## config.mk

```make
export PLATFORM = sky130hd
export DESIGN_NAME = vote_display_ctrl_flat
export DESIGN_NICKNAME = d
export VERILOG_FILES = /design/src/rtl/vote_display_ctrl_if.sv /design/src/rtl/vote_display_ctrl.sv /design/src/flat_wrapper.sv
export SDC_FILE = /design/constraint.sdc
export NUM_CORES = 1
export LEC_CHECK = 0
export BUFFER_PORTS_ARGS = -buffer_cell sky130_fd_sc_hd__buf_2
export CAP_MARGIN = 20
export CORE_UTILIZATION = 50
export CTS_CLUSTER_DIAMETER = 100
export DETAILED_ROUTE_END_ITERATION = 12
export PLACE_DENSITY = 0.73
export SLEW_MARGIN = 40
export SYNTH_ARGS = -nofsm -noshare
export SYNTH_HDL_FRONTEND = slang
export SYNTH_SLANG_ARGS = --single-unit
```

## constraint.sdc

```tcl
create_clock -name clock -period 5.7 [get_ports clock]
set_clock_uncertainty 0.15 [all_clocks]
set_input_delay 1.14 -clock clock [delete_from_list [all_inputs] [get_ports clock]]
set_output_delay 1.14 -clock clock [all_outputs]
set_load 0.03 [all_outputs]
```

## src/rtl/vote_display_ctrl_if.sv

```systemverilog
// Bus bundle for vote_display_ctrl: voting/display controls in, display out.
// master = driver of the controls (upstream logic), slave = the controller.
interface vote_display_ctrl_if #(
  parameter int NUM_CAND = 4,
  parameter int CNT_W    = 8
);
  localparam int IDX_W = $clog2(NUM_CAND);

  logic                      mode;
  logic                      valid_vote_casted;
  logic [NUM_CAND*CNT_W-1:0] cand_votes;
  logic [NUM_CAND-1:0]       cand_button;
  logic [CNT_W-1:0]          LEDs;
  logic [IDX_W-1:0]          sel_idx;
  logic                      sel_valid;

  modport master (
    output mode, valid_vote_casted, cand_votes, cand_button,
    input  LEDs, sel_idx, sel_valid
  );

  modport slave (
    input  mode, valid_vote_casted, cand_votes, cand_button,
    output LEDs, sel_idx, sel_valid
  );
endinterface

```

## src/rtl/vote_display_ctrl.sv

```systemverilog
// Voting-machine display controller.
// Voting mode: a registered vote blinks the LEDs all-ones for BLINK_CYCLES
// clocks (retriggerable). Result mode: a candidate button latches which
// candidate's count is shown, tracked live every cycle.
// Optional macro VOTE_LEADER_DISPLAY_EN: with no candidate selected in result
// mode, the current leader (max count, lowest index on ties) is shown instead
// of a blank display.
module vote_display_ctrl #(
  parameter int NUM_CAND     = 4,
  parameter int CNT_W        = 8,
  parameter int BLINK_CYCLES = 100000000
) (
  input  logic              clock,
  input  logic              reset,
  vote_display_ctrl_if.slave bus
);

  localparam int IDX_W   = $clog2(NUM_CAND);
  localparam int BLINK_W = (BLINK_CYCLES > 1) ? $clog2(BLINK_CYCLES) : 1;
  localparam logic [BLINK_W-1:0] BLINK_RELOAD = BLINK_W'(BLINK_CYCLES - 1);
  localparam logic [CNT_W-1:0]   LEDS_ON      = {CNT_W{1'b1}};

  typedef enum logic [1:0] {
    VOTE_IDLE  = 2'd0,
    VOTE_BLINK = 2'd1,
    RESULT     = 2'd2
  } state_t;

  state_t             state_reg;
  logic [BLINK_W-1:0] blink_cnt_reg;
  logic [CNT_W-1:0]   leds_reg;
  logic [IDX_W-1:0]   sel_idx_reg;
  logic               sel_valid_reg;

  // Unpacked view of the candidate counts.
  logic [CNT_W-1:0]   votes [NUM_CAND];

  // Lowest pressed button.
  logic               btn_any;
  logic [IDX_W-1:0]   btn_idx_next;

  // What the display shows in RESULT when nothing is selected.
  logic [CNT_W-1:0]   nosel_leds;
  logic [IDX_W-1:0]   nosel_idx;

  genvar gi;
  generate
    for (gi = 0; gi < NUM_CAND; gi++) begin : g_unpack
      assign votes[gi] = bus.cand_votes[gi*CNT_W +: CNT_W];
    end
  endgenerate

  assign btn_any = |bus.cand_button;

  // Priority encoder: scanning downward leaves the lowest set index.
  always_comb begin
    btn_idx_next = '0;
    for (int i = NUM_CAND - 1; i >= 0; i--) begin
      if (bus.cand_button[i]) begin
        btn_idx_next = IDX_W'(i);
      end
    end
  end

`ifdef VOTE_LEADER_DISPLAY_EN
  logic [CNT_W-1:0] leader_val_next;
  logic [IDX_W-1:0] leader_idx_next;
  logic [CNT_W-1:0] leader_val_reg;
  logic [IDX_W-1:0] leader_idx_reg;

  // Max search; strict compare keeps the lowest index on ties.
  always_comb begin
    leader_val_next = votes[0];
    leader_idx_next = '0;
    for (int i = 1; i < NUM_CAND; i++) begin
      if (votes[i] > leader_val_next) begin
        leader_val_next = votes[i];
        leader_idx_next = IDX_W'(i);
      end
    end
  end

  // Register the compare result so the display path sees a short cone.
  always_ff @(posedge clock or posedge reset) begin
    if (reset) begin
      leader_val_reg <= '0;
      leader_idx_reg <= '0;
    end else begin
      leader_val_reg <= leader_val_next;
      leader_idx_reg <= leader_idx_next;
    end
  end

  assign nosel_leds = leader_val_reg;
  assign nosel_idx  = leader_idx_reg;
`else
  assign nosel_leds = '0;
  assign nosel_idx  = '0;
`endif

  // Main FSM; all outputs are registered and computed from the next state.
  always_ff @(posedge clock or posedge reset) begin
    if (reset) begin
      state_reg     <= VOTE_IDLE;
      blink_cnt_reg <= '0;
      leds_reg      <= '0;
      sel_idx_reg   <= '0;
      sel_valid_reg <= 1'b0;
    end else if (bus.mode) begin
      if (state_reg != RESULT) begin
        // Entering result display: drop any blink and any old selection.
        state_reg     <= RESULT;
        blink_cnt_reg <= '0;
        sel_valid_reg <= 1'b0;
        sel_idx_reg   <= nosel_idx;
        leds_reg      <= nosel_leds;
      end else if (btn_any) begin
        sel_idx_reg   <= btn_idx_next;
        sel_valid_reg <= 1'b1;
        leds_reg      <= votes[btn_idx_next];
      end else if (sel_valid_reg) begin
        leds_reg      <= votes[sel_idx_reg];
      end else begin
        sel_idx_reg   <= nosel_idx;
        leds_reg      <= nosel_leds;
      end
    end else begin
      case (state_reg)
        RESULT: begin
          // Leaving display mode; a vote seen on this edge is ignored.
          state_reg     <= VOTE_IDLE;
          blink_cnt_reg <= '0;
          sel_valid_reg <= 1'b0;
          sel_idx_reg   <= '0;
          leds_reg      <= '0;
        end
        VOTE_IDLE: begin
          if (bus.valid_vote_casted) begin
            state_reg     <= VOTE_BLINK;
            blink_cnt_reg <= BLINK_RELOAD;
            leds_reg      <= LEDS_ON;
          end else begin
            leds_reg      <= '0;
          end
        end
        VOTE_BLINK: begin
          if (bus.valid_vote_casted) begin
            // Retrigger restarts the full blink, even on the terminal cycle.
            blink_cnt_reg <= BLINK_RELOAD;
            leds_reg      <= LEDS_ON;
          end else if (blink_cnt_reg == '0) begin
            state_reg     <= VOTE_IDLE;
            leds_reg      <= '0;
          end else begin
            blink_cnt_reg <= blink_cnt_reg - 1'b1;
            leds_reg      <= LEDS_ON;
          end
        end
        default: begin
          state_reg     <= VOTE_IDLE;
          blink_cnt_reg <= '0;
          sel_valid_reg <= 1'b0;
          sel_idx_reg   <= '0;
          leds_reg      <= '0;
        end
      endcase
    end
  end

  assign bus.LEDs      = leds_reg;
  assign bus.sel_idx   = sel_idx_reg;
  assign bus.sel_valid = sel_valid_reg;

endmodule
```

## src/flat_wrapper.sv

```systemverilog
// flat-port wrapper written by rule: the top's interface ports become plain ports
module vote_display_ctrl_flat 
#(
  parameter int NUM_CAND     = 4,
  parameter int CNT_W        = 8,
  parameter int BLINK_CYCLES = 100000000
)
  (clock, reset, bus_mode, bus_valid_vote_casted, bus_cand_votes, bus_cand_button, bus_LEDs, bus_sel_idx, bus_sel_valid);
  vote_display_ctrl_if #(.NUM_CAND(NUM_CAND), .CNT_W(CNT_W)) bus_i ();
  input  logic clock;
  input  logic reset;
  input wire logic [$bits(bus_i.mode)-1:0] bus_mode;
  input wire logic [$bits(bus_i.valid_vote_casted)-1:0] bus_valid_vote_casted;
  input wire logic [$bits(bus_i.cand_votes)-1:0] bus_cand_votes;
  input wire logic [$bits(bus_i.cand_button)-1:0] bus_cand_button;
  output wire logic [$bits(bus_i.LEDs)-1:0] bus_LEDs;
  output wire logic [$bits(bus_i.sel_idx)-1:0] bus_sel_idx;
  output wire logic [$bits(bus_i.sel_valid)-1:0] bus_sel_valid;
  assign bus_i.mode = bus_mode;
  assign bus_i.valid_vote_casted = bus_valid_vote_casted;
  assign bus_i.cand_votes = bus_cand_votes;
  assign bus_i.cand_button = bus_cand_button;
  assign bus_LEDs = bus_i.LEDs;
  assign bus_sel_idx = bus_i.sel_idx;
  assign bus_sel_valid = bus_i.sel_valid;
  vote_display_ctrl #(.NUM_CAND(NUM_CAND), .CNT_W(CNT_W), .BLINK_CYCLES(BLINK_CYCLES)) u_core (.clock(clock), .reset(reset), .bus(bus_i));
endmodule
```

==> run metrics, run 1 <==
total congestion overflow 0; synth cell count leaders 40 x dfrtp_1, 28 x nand2_1, 25 x o21ai_0, 21 x nor2_1, 17 x a21oi_1; Max FO, Critical Path 17; Pwr Total between 700 and 800 uW; share of layout cells above drive strength 1 between 20% and 30%; synth-to-layout area growth 16.0%; Die ar. 5560 um^2; CTS buffer count 5; fin crit share 59.6%; Yosys top cell by area dfrtp_1; PortBufs 50; DR iter-0 viols 252; Setup crit start kind input port; die width 74.6 um; Top FF cell, synth dfrtp_1; fin util around 60%; Netlist cell types 52; register area share after synthesis 38.0%; largest cells by area after synthesis dfrtp_1 38%, mux4_2 14%, o21ai_0 4.8%; Die Y 74.6 um; final WL around 7000 um; via count roughly 2500; R2R setup slack 2530 ps; most common cell in the synthesized netlist dfrtp_1; R2R Path End u_core.blink_cnt_reg[13]; max reg flops 27; Hold Crit Class reg2reg; final hold vios 0; core area ~5000 um^2; Clock Root Buffer clkbuf_8; Resized Gates After CTS 0; Period minus WS final 3400 ps; number of global-route vias before repair 2339; number of synthesized flops with an enable pin 0; row cnt 26; buffer count from post-CTS setup fixing 0; Initial Util 51.9%; Residual DRC 0; final number of setup-violating endpoints 0; FF-to-FF path depth 7; maxcap violations 0; critical path type in2reg; largest net degree at the start of global routing 41; Worst-path clk slew 80 ps; Post-layout nets 360; CP endpoint kind flip-flop; post-synth top area share 38.0%; syn avg cell area ~9.7 um^2; # hold bufs at CTS 0; DRT antenna net count 0; antenna cells 0; Pleak 0.00134 uW; clock buffer depth 2; Post-Syn Nets 313; Setup crit end u_core.blink_cnt_reg[13]; max frequency 0.295 GHz; FFs w/ async S/R, synth 100%; relative slew slack 41.1%; Vias per Instance around 6.5; R2R Path Start u_core.blink_cnt_reg[0]; WP data required between 5000 and 6000 ps; worst setup path start bus_mode; clk sinks 40; Max VDD drop around 0.13 mV; Post-DP HPWL 4990 um; Cells after Synth 272; GR Util All Layers 27.0%; CTS tree done; number of synthesized register bits 40; worst skew pair latency 290 ps; Placer Congestion around 0.96; first-pass GRT wire length 11400 um; initial antenna violation count 0; Pre-antenna DRT Iters 7; Slew Viols, Final 0; Pwr Density 245 nW/um^2; I/O Pins just over 50; Routed WL per cell 18.0 um; H-tree Lvls 2; RSZ-0062 raised after global routing no; CP arrival between 3000 and 4000 ps; Netlist Area Pre-Place 2630 um^2; Synth Warn # 0; outcome finished clean; worst-margin pin slew 882 ps; setup_tns 0 ps
cell type report:
class / instances / area, um^2
clock buffers: 6 / 72.6
multi-input cells: 213 / 1550
well taps: 70 / 87.6
flip-flops and latches: 40 / 1000
clock inverters: 2 / 35.0
repair buffers: 54 / 284
inverters: 5 / 18.8
fillers: 472 / 2020
logic make-up after synthesis:
kind of cell / Yosys count / share of synthesized area, %
fa+ha+maj: 1 / 0.475
simple gates: 105 / 21.8
mux: 16 / 13.7
compound gates: 91 / 22.7
flops: 40 / 38.0
buf+inv: 19 / 3.33
cells in the final DEF, fill, tap and decap left out, drive strengths merged, types with 5 or more instances in the layout:
master / instances
nor4: 9
o21ai: 25
mux4: 16
o31ai: 6
dfrtp: 40
nand3: 8
a31oi: 6
nor2: 21
nand2: 28
buf: 54
o211ai: 5
a21oi: 18
or4: 6
a22oi: 8
inv: 5
or3: 7
nor3: 10
clkbuf: 6
metal layers:
metal	wire length, um	share of wire (%)	track usage [%]
met1	3180	45	39.3
met2	3280	47	41.4
met3	491	7.0	6.78
met4	64	0.91	4.40
met5	0	0	0
worst max-delay path, cell delays in order:
cell     delay, ps
buf_2          130
or4b_4         550
or3_4          370
or4_1          770
nand3_4        310
o22ai_1        130
metrics by stage:
stage,instances,cell area [um^2],hold WS [ps],setup slack [ps]
floorplan,272,2630,317,2420
global placement,381,2920,334,1810
detailed placement,382,2940,340,2000
CTS,390,3050,360,2310
global route,390,3050,393,2200
finish,390,3050,357,2300
power breakdown:
part | internal, uW | leakage [uW] | switching, uW | total, uW
registers | 306 | 0.000523 | 24.3 | 331
clock network | 130 | 0.0000552 | 102 | 232
logic | 70.2 | 0.000761 | 114 | 184
worst min path at each step:
stage | slack [ps] | from | to | cells past startpoint
2_1_floorplan | 320 | u_core.blink_cnt_reg[26] | u_core.blink_cnt_reg[26] | 1
3_3_place_gp | 330 | u_core.blink_cnt_reg[26] | u_core.blink_cnt_reg[26] | 1
3_5_place_dp | 340 | u_core.blink_cnt_reg[26] | u_core.blink_cnt_reg[26] | 1
4_1_cts | 360 | u_core.blink_cnt_reg[26] | u_core.blink_cnt_reg[26] | 1
5_1_grt | 390 | u_core.blink_cnt_reg[26] | u_core.blink_cnt_reg[26] | 1
6_report | 360 | u_core.blink_cnt_reg[26] | u_core.blink_cnt_reg[26] | 1
(Power assumes the default switching activity.)
==> run 2, diff against run 1 <==
==> constraint.sdc (replaced) <==
create_clock -name clock -period 3.4 [get_ports clock]
set_clock_uncertainty 0.15 [all_clocks]
set_input_delay 0.68 -clock clock [delete_from_list [all_inputs] [get_ports clock]]
set_output_delay 0.68 -clock clock [all_outputs]
set_load 0.03 [all_outputs]
==> run metrics, run 2 (synthesis gave the netlist of run 1 again) <==
Worst-path clk slew 80 ps (about the same); buffer count from post-CTS setup fixing 0 (unchanged); worst setup path start u_core.blink_cnt_reg[8]; Pre-antenna DRT Iters 5 (-2); clock buffer depth 2 (unchanged); outcome finished clean; CP arrival 2970 ps (-440 ps); initial antenna violation count 0 (unchanged); # hold bufs at CTS 0 (unchanged); via count 2606 (+3.1%); total congestion overflow 0 (unchanged); setup_tns 0 ps (unchanged); Post-DP HPWL 5130 um (+2.9%); Hold Crit Class in2async; multi-input combinational cell area 1540 um^2 (-0.64%); CTS tree done; max frequency 0.339 GHz; first-pass GRT wire length 11500 um (+1.4%); final hold vios 0 (unchanged); total of fill cells in the finished design 440 (-6.8%); area occupied by registers 1000 um^2 (unchanged); GR Util All Layers 27.9% (+0.88 points); share of layout cells above drive strength 1 30.4% (+2.3 points); number of global-route vias before repair 2441 (+4.4%); core area 5070 um^2 (unchanged); Die ar. 5560 um^2 (unchanged); post-route setup slack 450 ps (-1860 ps); worst skew pair latency 300 ps (about the same); die width 74.6 um (unchanged); maxcap violations 0 (unchanged); I/O Pins 51 (unchanged); commonest non-fill, non-tap cell in the layout buf_2; Vias per Instance 6.48 (about the same); final WL 7020 um (+0.17%); CP endpoint kind flip-flop; CTS buffer count 5 (unchanged); fin crit share approximately 87%; Setup crit start kind flip-flop; largest net degree at the start of global routing 41 (unchanged); DRT antenna net count 0 (unchanged); Pleak 0.00139 uW (+3.9%); Clock Root Buffer clkbuf_8; Routed WL per cell 17.5 um (-2.8%); Pwr Density 391 nW/um^2 (+60%); Slowest Stage Delay on Critical Path 730 ps (-40 ps); final number of setup-violating endpoints 0 (unchanged); RSZ-0062 raised after global routing no; commonest cells after routing, fill and taps aside 50 x buf_2, 40 x dfrtp_1, 28 x nand2_1; relative slew slack 54.5% (+13 points); Residual DRC 0 (unchanged); FF-to-FF path depth 5 (-2); Max VDD drop 0.187 mV (+47%); Max FO, Critical Path 17 (unchanged); max reg flops 27 (unchanged); pre-CTS setup slack 172 ps (-1830 ps); Cell Area, Placed 3020 um^2 (+2.8%); clk sinks 40 (unchanged); Placer Congestion 1.04 (+8.7%); cell area after layout 3110 um^2 (+2.0%); synth-to-layout area growth 18.3%; Initial Util 51.9% (unchanged); worst path cell trace or4_1 > or3_1 > or4_1 > nand3_4 > o21ai_0; fin util 61.4% (+1.2 points); R2R Path Start u_core.blink_cnt_reg[8]; critical path type reg2reg; Crit-path slowest cell or4_1; Period minus WS final 2950 ps; antenna cells 0 (unchanged); H-tree Lvls 2 (unchanged); Die Y 74.6 um (unchanged); Pwr Total 1220 uW (+63%); WP data required 3420 ps (-2300 ps); Post-layout nets 372 (+3.3%); most used cell, CP or4_1; Slew Viols, Final 0 (unchanged); DR iter-0 viols 202 (-20%); PortBufs 50 (unchanged); row cnt 26 (unchanged); worst-margin pin slew 682 ps (-200 ps); Resized Gates After CTS 0 (unchanged)
-- run 2: where the power goes --
group,total [uW],switching [uW],internal (uW),leakage [uW]
clock,329,167,162,0.0000510
combinational,334,196,137,0.000817
sequential,555,41.1,514,0.000523
total,1220,404,813,0.00139
-- run 2: stage by stage --
step / std cells / hold slack (ps)
after detailed placement: 394 / 340
after global routing: 402 / 379
final: 402 / 346
after CTS: 402 / 358
after floorplan: 272 / 317
after global placement: 394 / 335
-- run 2: metal layers --
metal / part of all wire, % / vias up / GRT usage [%]
met2: 48 / 124 / 42.4
met1: 42 / 1273 / 38.8
met4: 1.1 / 0 / 10.7
li1: - / 1199 / -
met5: 0 / - / 0
met3: 9.1 / 10 / 6.37
-- run 2: worst max-delay path: cells and delay by family, from the launching register on --
family,cells,cell delay [ps]
compound gates,1,140
flops,1,440
simple gates,4,2080
-- run 2: layout make-up --
type                            instances  share of cell area [%]
Tap cell                               70                    2.81
Clock inverter                          2                   0.321
Inverter                                5                   0.603
Clock buffer                            6                    2.65
Sequential cell                        40                    32.1
Timing Repair Buffer                   66                    11.9
Multi-Input combinational cell        213                    49.6
-- run 2: path summary, 6_finish.rpt --
path	slack [ps]	end
worst min-delay path	350	u_core.blink_cnt_reg[13]
min in group clock	350	u_core.blink_cnt_reg[26]
worst max-delay path	450	u_core.blink_cnt_reg[15]
worst max register to register	450	u_core.blink_cnt_reg[15]
worst min register to register	350	u_core.blink_cnt_reg[26]
max in group asynchronous	2390	u_core.blink_cnt_reg[18]
==> run 3, diff against run 2 <==
--- a/config.mk
+++ b/config.mk
@@ -11,6 +11,7 @@
 export CTS_CLUSTER_DIAMETER = 100
 export DETAILED_ROUTE_END_ITERATION = 12
 export PLACE_DENSITY = 0.73
+export REMOVE_ABC_BUFFERS = 1
 export SLEW_MARGIN = 40
 export SYNTH_ARGS = -nofsm -noshare
 export SYNTH_HDL_FRONTEND = slang
==> run metrics, run 3 (synthesis gave the netlist of run 1 again) <==
outcome finished clean; Pre-antenna DRT Iters 5 (unchanged); CP arrival 2920 ps (-50 ps); RSZ-0062 raised after global routing no; core area 5070 um^2 (unchanged); clock buffer depth 2 (unchanged); DR iter-0 viols 302 (+50%); CP endpoint kind flip-flop; max reg flops 27 (unchanged); worst-margin pin slew 707 ps (+25.0 ps); largest net degree at the start of global routing 41 (unchanged); clk sinks 40 (unchanged); commonest cells after routing, fill and taps aside 50 x buf_2, 40 x dfrtp_1, 28 x nand2_1; Clock Root Buffer clkbuf_8; Routed WL per cell 17.0 um (-2.4%); row cnt 26 (unchanged); Placer Congestion 0.922 (-11%); final hold vios 0 (unchanged); H-tree Lvls 2 (unchanged); Resized Gates After CTS 0 (unchanged); CTS buffer count 5 (unchanged); total congestion overflow 0 (unchanged); final WL 6870 um (-2.2%); cell family with most CP delay simple AND/OR/NAND/NOR gates; GR Util All Layers 26.8% (-1.1 points); fin crit share 85.5% (-1.3 points); routed wl met2 3190 um (-5.6%); Die Y 74.6 um (unchanged); relative slew slack 52.9% (-1.7 points); critical path type reg2reg; antenna cells 0 (unchanged); CP bufs+invs 0 (unchanged); Worst-path clk slew 80 ps (about the same); buffer count from post-CTS setup fixing 0 (unchanged); share of layout cells above drive strength 1 30.0% (-0.39 points); met3 wire length 410 um (-36%); die width 74.6 um (unchanged); maxcap violations 0 (unchanged); Slew Viols, Final 0 (unchanged); Pwr Density 389 nW/um^2 (-0.63%); worst skew pair latency 290 ps (about the same); Pwr Total 1210 uW (-0.47%); Crit-path slowest cell or4_1; final number of setup-violating endpoints 0 (unchanged); Max VDD drop 0.279 mV (+49%); DR top layer met4; Setup crit start kind flip-flop; Pleak 0.00139 uW (about the same); Hold Crit Class in2async; Initial Util 51.9% (unchanged); initial antenna violation count 0 (unchanged); Vias per Instance 6.48 (about the same); Post-DP HPWL 4950 um (-3.7%); # hold bufs at CTS 0 (unchanged); M1 WL 3160 um (+8.0%); Slowest Stage Delay on Critical Path 730 ps (about the same); CTS tree done; Max FO, Critical Path 17 (unchanged); Die ar. 5560 um^2 (unchanged); Post-layout nets 373 (+0.27%); worst path cell trace or4_1 > or3_1 > or4_1 > nand3_4 > o21ai_0; WP data required 3410 ps (about the same); commonest non-fill, non-tap cell in the layout buf_2; most used cell, CP or4_1; DRT antenna net count 0 (unchanged); synth-to-layout area growth 18.5%; number of global-route vias before repair 2330 (-4.5%); Residual DRC 0 (unchanged); setup_tns 0 ps (unchanged); PortBufs 50 (unchanged); max frequency 0.344 GHz (+1.5%); Period minus WS final 2910 ps (-43.4 ps); I/O Pins 51 (unchanged); first-pass GRT wire length 11200 um (-2.6%); via count 2612 (+0.23%)
-- run 3: cell types whose count changed in the layout (fill, tap and decap cells not counted), sizes merged --
cell / delta
clkinv: -2
clkbuf: +2
buf: +1
-- run 3: path summary, 6_finish.rpt --
check / from / endpoint / slack, ps / depth (start not counted)
hold reg to reg: u_core.blink_cnt_reg[26] / u_core.blink_cnt_reg[26] / 360 / 1
hold / removal: reset / u_core.blink_cnt_reg[4] / 340 / 3
setup / recovery: u_core.blink_cnt_reg[8] / u_core.blink_cnt_reg[4] / 490 / 5
setup reg to reg: u_core.blink_cnt_reg[8] / u_core.blink_cnt_reg[4] / 490 / 5
min in group clock: u_core.blink_cnt_reg[26] / u_core.blink_cnt_reg[26] / 360 / 1
max in group asynchronous: reset / u_core.bus.sel_idx[0] / 2380 / 3
-- run 3: tightest hold or removal path, cell delays in order --
cell and delay (ps):
buf_2 90, inv_1 40, buf_4 420
-- run 3: area by class of cell --
cell class / count / area (um^2)
Fill cell: 459 / 1960
Multi-Input combinational cell: 213 / 1540
Sequential cell: 40 / 1000
Timing Repair Buffer: 67 / 378
Clock buffer: 8 / 90.1
Tap cell: 70 / 87.6
Inverter: 5 / 18.8
-- run 3: metal layers --
layer	up-vias	track usage [%]
li1	1194	-
met1	1294	40.9
met3	13	3.66
met5	-	0
met2	111	39.9
met4	0	6.92
-- run 3: stage by stage --
stage | instance area, um^2 | setup slack [ps] | hold WS (ps) | utilization [%] | instances
after floorplan | 2560 | 519 | 317 | - | 258
after global placement | 3030 | 222 | 334 | 59.7 | 395
after detailed placement | 3030 | 194 | 340 | 59.7 | 395
after CTS | 3120 | 508 | 358 | 61.5 | 403
after global routing | 3120 | 340 | 387 | 61.5 | 403
final | 3120 | 493 | 343 | 61.5 | 403
-- run 3: power breakdown --
part           internal, uW  switching [uW]  leakage (uW)
clock                   166             160     0.0000455
combinational           138             195      0.000822
sequential              514            40.1      0.000523
total                   817             395       0.00139
